File: src/rtl/cir_reg_w_ctrl.sv
// cir_reg_w_ctrl: clear/load/rotate sequencer for a K_H x K_W circular weight register.
// Optional WCTRL_REUSE_EN adds i_keep_w to rerun windows on weights already loaded.
module cir_reg_w_ctrl #(
    parameter int K_H = 3,
    parameter int K_W = 3,
    parameter int N_W = 16
) (
    input  logic                     clk,
    input  logic                     rst,
`ifdef WCTRL_REUSE_EN
    input  logic                     i_keep_w,
`endif
    input  logic                     i_start,
    input  logic [N_W-1:0]           i_num_win,
    input  logic                     i_in_valid,
    output logic                     o_in_ready,
    input  logic                     i_pe_ready,
    output logic                     o_reg_clear,
    output logic                     o_reg_load_en,
    output logic                     o_reg_shift,
    output logic [$clog2(K_W)-1:0]   o_col_idx,
    output logic                     o_win_first,
    output logic                     o_busy,
    output logic                     o_done
);
    localparam int CW = $clog2(K_W);
    localparam logic [CW-1:0] LAST = CW'(K_W - 1);

    if (K_W < 2 || K_H < 1) begin : g_bad_param
        $error("cir_reg_w_ctrl: K_W must be >= 2 and K_H >= 1");
    end

    typedef enum logic [2:0] {S_IDLE, S_CLR, S_LOAD, S_RUN, S_DONE} state_t;

    state_t          r_state, w_state_nxt;
    logic [N_W-1:0]  r_num_win, r_win_cnt, w_win_inc;
    logic [CW-1:0]   r_ld_cnt, r_col;
    logic            w_skip, w_ld_last, w_col_wrap, w_run_end;

`ifdef WCTRL_REUSE_EN
    logic r_wvalid;
    always_ff @(posedge clk)
        if (rst) r_wvalid <= 1'b0;
        else if (w_ld_last) r_wvalid <= 1'b1;
    assign w_skip = i_keep_w & r_wvalid;
`else
    assign w_skip = 1'b0;
`endif

    assign o_in_ready    = r_state == S_LOAD;
    assign o_reg_clear   = r_state == S_CLR;
    assign o_reg_load_en = o_in_ready & i_in_valid;
    assign o_reg_shift   = (r_state == S_RUN) & i_pe_ready;
    assign o_col_idx     = r_col;
    assign o_win_first   = (r_state == S_RUN) && r_col == '0;
    assign o_busy        = r_state != S_IDLE;
    assign o_done        = r_state == S_DONE;

    assign w_win_inc  = r_win_cnt + N_W'(1);
    assign w_ld_last  = o_reg_load_en && r_ld_cnt == LAST;
    assign w_col_wrap = o_reg_shift && r_col == LAST;
    assign w_run_end  = w_col_wrap && w_win_inc == r_num_win;

    always_comb begin
        w_state_nxt = r_state;
        case (r_state)
            S_IDLE:  if (i_start) w_state_nxt = w_skip ? ((i_num_win == '0) ? S_DONE : S_RUN) : S_CLR;
            S_CLR:   w_state_nxt = S_LOAD;
            S_LOAD:  if (w_ld_last) w_state_nxt = (r_num_win == '0) ? S_DONE : S_RUN;
            S_RUN:   if (w_run_end) w_state_nxt = S_DONE;
            default: w_state_nxt = S_IDLE;
        endcase
    end

    always_ff @(posedge clk) begin
        if (rst) begin
            r_state   <= S_IDLE;
            r_num_win <= '0;
            r_win_cnt <= '0;
            r_ld_cnt  <= '0;
            r_col     <= '0;
        end else begin
            r_state <= w_state_nxt;
            if (r_state == S_IDLE && i_start) begin
                r_num_win <= i_num_win;
                r_win_cnt <= '0;
                r_col     <= '0;
            end
            if (o_reg_clear) r_ld_cnt <= '0;
            if (o_reg_load_en) r_ld_cnt <= w_ld_last ? '0 : r_ld_cnt + CW'(1);
            if (w_ld_last) begin
                r_col     <= '0;
                r_win_cnt <= '0;
            end
            // col wraps every K_W shifts so the register returns to its post-load rotation
            if (o_reg_shift) r_col <= w_col_wrap ? '0 : r_col + CW'(1);
            if (w_col_wrap) r_win_cnt <= w_win_inc;
        end
    end
endmodule

File: config.mk
export PLATFORM = sky130hd
export DESIGN_NAME = cir_reg_w_ctrl
export DESIGN_NICKNAME = d
export VERILOG_FILES = /design/src/rtl/cir_reg_w_ctrl.sv
export SDC_FILE = /design/constraint.sdc
export NUM_CORES = 1
export LEC_CHECK = 0
export ABC_AREA = 0
export CAP_MARGIN = 20
export CORE_UTILIZATION = 55
export CTS_CLUSTER_DIAMETER = 50
export CTS_CLUSTER_SIZE = 30
export DETAILED_ROUTE_END_ITERATION = 7
export PLACE_DENSITY = 0.77
export SYNTH_ARGS = -nofsm -noshare
export SYNTH_HDL_FRONTEND = slang
export SYNTH_SLANG_ARGS = --single-unit
File: constraint.sdc
create_clock -name clk -period 3.5 [get_ports clk]
set_input_delay 0.875 -clock clk [delete_from_list [all_inputs] [get_ports clk]]
set_output_delay 0.875 -clock clk [all_outputs]
set_load 0.005 [all_outputs]
Word-level counts from Yosys, hierarchy flattened. Index checks and enable logic that the tools add are counted.

Register bits: 39. Word-level logic and storage cells: 48. Input port bits: 21. ROM bits: 0. RAM bits: 0. Memories: 0. Bits in latches: 0. Output and inout bits: 9.

Multiply operators: 0. Equality and inequality tests: 10. Bitwise operators: 2. Divide/modulo/power cells: 0. Reductions and logical operators: 13. Order comparisons: 0. Add/sub/neg operators: 3. Mux-type cells: 15. Shifts and indexed selects: 0.

Operator list (count): $mux 16 (3); $add 16x1->16 const B (1); $eq 16x16->1 (1); $logic_not 16->1 (1); $mux 2 (7); $mux 3 (4); $pmux 3 s4 (1); $reduce_bool 3->1 (3); $eq 3x2->1 const B (2); $logic_and 1x1->1 (5); $add 2x1->2 const B (2); $eq 2x2->1 const B (2); $ne 2x2->1 const B (2); $eq 3x1->1 const B (1); $eq 3x3->1 const B (1); $logic_not 3->1 (1); $reduce_and 3->1 (1); $and 1x1->1 (2); $logic_not 2->1 (1); $ne 2x1->1 const B (1); $reduce_bool 2->1 (1).

Depth between registers and ports, before layout. Gate-level depths: netlist of the first run.

Depth after elaboration: 6. Gate-level depth with buffers: 10. Mapped depth without buffers: 8.

Worst setup path before layout of the first run. Ideal clock, no wire load.

Path type: register to register. From: register r_win_cnt[0]. To: register r_state[0]. Buffers on the path: 1. Clock period less this slack: 2.940 ns. Slack: 0.560 ns. Arrival: 2.813 ns. Library setup time: 0.127 ns. Cell stages (with the launch flop): 10. Data required time: 3.373 ns. Path through: dfxtp_1 -> ha_1 -> nand3_2 -> or2_0 -> buf_6 -> o41a_1 -> or4_1 -> or4_4 -> a2111oi_4 -> o21ai_1.

Cells in the longest elaborated chain, start to end: 5.

RTL lines: start: declaration (line 36) `logic [N_W-1:0] r_num_win, r_win_cnt, w_win_inc;`; start signal: assignment (line 97) `if (w_col_wrap) r_win_cnt <= w_win_inc;`; $add 16x1->16 (line 59) `assign w_win_inc = r_win_cnt + N_W'(1);`; $eq 16x16->1 (line 62) `assign w_run_end = w_col_wrap && w_win_inc == r_num_win;`; $logic_and 1x1->1 (line 62); $ne 2x2->1 (no line); $reduce_and 3->1 (no line); end signal: assignment (line 83) `r_state <= w_state_nxt;`; end: declaration (line 35) `state_t r_state, w_state_nxt;`.

No other way between the ends. A chain may end at the register's enable or synchronous reset.

Final worst setup path of the first run.
From: input i_pe_ready. To: output o_reg_shift.

Cells in the longest elaborated chain, start to end: 1.

RTL lines: start: declaration (line 17) `input logic i_pe_ready,`; $and 1x1->1 (line 53) `assign o_reg_shift = (r_state == S_RUN) & i_pe_ready;`; end: declaration (line 20) `output logic o_reg_shift,`.

No other way between the ends.

==> results.py, run 1 <==
metrics = {
    "floorplan": {
        "ios": 30,
        "initial_core_util": 0.5958,
        "die_width_um": 66.15,
        "dieArea_sq_um": 4376,
        "fp-row-count": 22,
        "coreArea_sq_um": 3799,
        "die_h_um": 66.15,
    },
    "place": {
        "gp_congestion": 0.8671,
        "port_buffers": 29,
        "place_area_sq_um": 2554,
        "hpwlAfterDp_mm": 3.732,
    },
    "drt": {
        "route.detailed.drc": 0,
        "dr.pass1.iters": 4,
        "post_drt_wl_per_cell_um": 14.29,
        "viasPerCell": 5.859,
        "drt_iter0_drc": 96,
        "ant_nets": 0,
        "wirelength_mm": 5.287,
        "vias": 2168,
    },
    "cells_and_area": {
        "stdcell_area_sq_um": 2675,
        "fin_util": 0.7042,
        "insertedDiodeCount": 0,
        "fillCellCount": 323,
        "final_nets": 343,
        "drive_gt1_frac": 0.07143,
        "final_common_cell": "nand2_1",
        "final_cell_mix": "nand2_1 (51), dfxtp_1 (39), a21oi_1 (35)",
        "area_growth_pct": 18.19,
    },
    "run_status": {
        "status": "finished clean",
    },
    "yosys": {
        "async_reset_ff_frac": 0,
        "seq_area_frac_synth": 0.3449,
        "synth.cell_area_sq_um": 2263,
        "syn_nets": 321,
        "syn_inst": 299,
        "yosysWarnings": 0,
        "ys_seq_elements": 39,
        "synth_top_flop_cell": "dfxtp_1",
        "synth_edf_count": 0,
        "syn_avg_cell_area_sq_um": 7.570,
        "ys_types": 44,
    },
    "sta": {
        "finalCriticalPeriod_ns": 3.039,
        "post-route-period-util": 0.8683,
        "rsz0062_at_grt": "no",
        "worstMarginPinSlew_ns": 0.6895,
        "max_freq_mhz": 329.1,
        "skew_ns": 0.01063,
        "maxSlewHeadroom": 0.5389,
        "drv_slew": 0,
        "fin_tns_setup_ns": 0,
        "hold_viol": 0,
        "finalSetupViolations": 0,
    },
    "clock_tree": {
        "numCtsBuffers": 5,
        "clk_latency_ns": 0.30,
        "htreeDepth": 2,
        "cts.sinks": 39,
        "cts_hold_buf": 0,
        "cts_setup_buffers": 0,
        "clkTransAtPathRegs_ns": 0.08,
        "cts_tree": "built",
        "cts_root_buffer": "clkbuf_8",
        "cts_resized": 0,
        "cts_max_path_buffers": 2,
    },
    "power": {
        "pwr_density_cell_nw_per_um2": 470.5,
        "leakagePower_nw": 0.9466,
        "ir_drop_mv": 0.3418,
    },
    "global_route": {
        "grt_usage": 0.2771,
        "grt_overflow_total": 0,
        "grt_pass1_wl_mm": 9.204,
        "grt_pass1_vias": 1994,
        "antenna_found_initial": 0,
        "grt_max_degree": 24,
    },
    "worst_setup_path": {
        "critPathKind": "in -> out",
        "required_ns": 2.62,
        "critPathArrivalTime_ns": 2.16,
        "end_kind": "primary output",
        "path_cells": "clkdlybuf4s50_1 > nand4b_1 > buf_4 > inv_1 > clkdlybuf4s50_1",
        "cp_slowest_cell": "clkdlybuf4s50_1",
        "cp_common_cell": "clkdlybuf4s50_1",
        "cpPeakStageDelay_ns": 0.49,
        "cp-start-kind": "primary input",
        "crit_fanout": 5,
    },
    "job": {
        "maxCapViolCount": 0,
    },
    "hold_path": {
        "hp-class": "reg -> reg",
    },
}
-- through the flow --
stage                     hold WS (ns)  worst slack (ns)  total power [mW]  cells
after floorplan                 0.4580            0.5597            0.7417    299
after detailed placement        0.4851            0.1934            0.8585    362
final                           0.4998            0.4611             1.259    370
after CTS                       0.4985            0.4544             1.261    370
after global placement          0.4779            0.2452            0.8548    362
after global routing            0.5193            0.3143             1.333    370
-- metal layers --
layer,wire [um],global-route usage
met1,2526,0.3566
met2,2429,0.4464
met3,246,0.06379
met4,84,0.1064
met5,0,0
-- worst max-delay path, delay by kind of cell --
family,cells,cell delay [ns]
buffers and inverters,4,1.18
AND/OR/NAND/NOR,1,0.11
-- final timing paths --
check / startpoint / to / slack [ns] / depth (start not counted)
worst max-delay path: i_pe_ready / o_reg_shift / 0.46 / 5
worst min-delay path: r_num_win[9] / r_num_win[9] / 0.50 / 2
worst max register to register: r_win_cnt[0] / r_state[0] / 0.48 / 8
worst min register to register: r_num_win[9] / r_num_win[9] / 0.50 / 2
-- cell families (layout without fill, tap and decap cells) --
logic type,Yosys count,count (layout),share of synthesized area
AO/OA/AOI/OAI,67,67,0.1819
XOR/XNOR,21,21,0.08126
adder cells (fa/ha/maj),1,1,0.005527
buffers and inverters,27,50,0.06522
flip-flops,39,39,0.3449
multiplexers,2,2,0.009950
AND/OR/NAND/NOR,142,142,0.3112
-- state kept, by name, indices dropped and copies added (netlist names) --
register / flops
o_col_idx: 2
r_state: 3
r_num_win: 16
r_win_cnt: 16
r_ld_cnt: 2
-- synthesized netlist by cell type, types with 4 or more instances --
| master | count | area [sq um] |
|---|---|---|
| a31oi_1 | 6 | 37.54 |
| nor2_1 | 30 | 112.6 |
| inv_1 | 6 | 22.52 |
| xor2_1 | 5 | 43.79 |
| a21oi_1 | 35 | 175.2 |
| nand2_1 | 51 | 191.4 |
| xnor2_1 | 16 | 140.1 |
| nor3_1 | 12 | 60.06 |
| o21ai_0 | 11 | 55.05 |
| nor2b_1 | 4 | 25.02 |
| dfxtp_1 | 39 | 780.8 |
| nand4_1 | 5 | 31.28 |
| clkbuf_1 | 14 | 52.55 |
| nand3_1 | 8 | 40.04 |
| nor4_1 | 10 | 62.56 |
-- layout make-up --
class,count,area [sq um],share of cell area
multi-input combinational,233,1335,0.4991
sequential,39,780.7,0.2919
timing repair buffer,36,355.3,0.1328
clock buffer,6,82.58,0.03087
tap,48,60.06,0.02245
clock inverter,2,38.79,0.01450
inverter,6,22.52,0.008419
-- where the power goes --
| group | internal (mW) | switching [mW] |
|---|---|---|
| sequential | 0.481 | 0.0537 |
| combinational | 0.149 | 0.169 |
| clock | 0.234 | 0.172 |
(Power assumes the default switching activity.)
==> inputs of run 2 (changes only) <==
--- a/config.mk
+++ b/config.mk
@@ -6,7 +6,7 @@
 export NUM_CORES = 1
 export LEC_CHECK = 0
 export ABC_AREA = 0
-export CAP_MARGIN = 20
+export ABC_CLOCK_PERIOD_IN_PS = 3500
 export CORE_UTILIZATION = 55
 export CTS_CLUSTER_DIAMETER = 50
 export CTS_CLUSTER_SIZE = 30
==> results of run 2 <==
Final layout, timing and power as in run 1 (identical DEF).
==> inputs of run 3 (changes only) <==
--- a/config.mk
+++ b/config.mk
@@ -12,6 +12,7 @@
 export CTS_CLUSTER_SIZE = 30
 export DETAILED_ROUTE_END_ITERATION = 7
 export PLACE_DENSITY = 0.77
+export SLEW_MARGIN = 20
 export SYNTH_ARGS = -nofsm -noshare
 export SYNTH_HDL_FRONTEND = slang
 export SYNTH_SLANG_ARGS = --single-unit
==> results of run 3 <==
Final layout, timing and power as in run 1 (identical DEF).
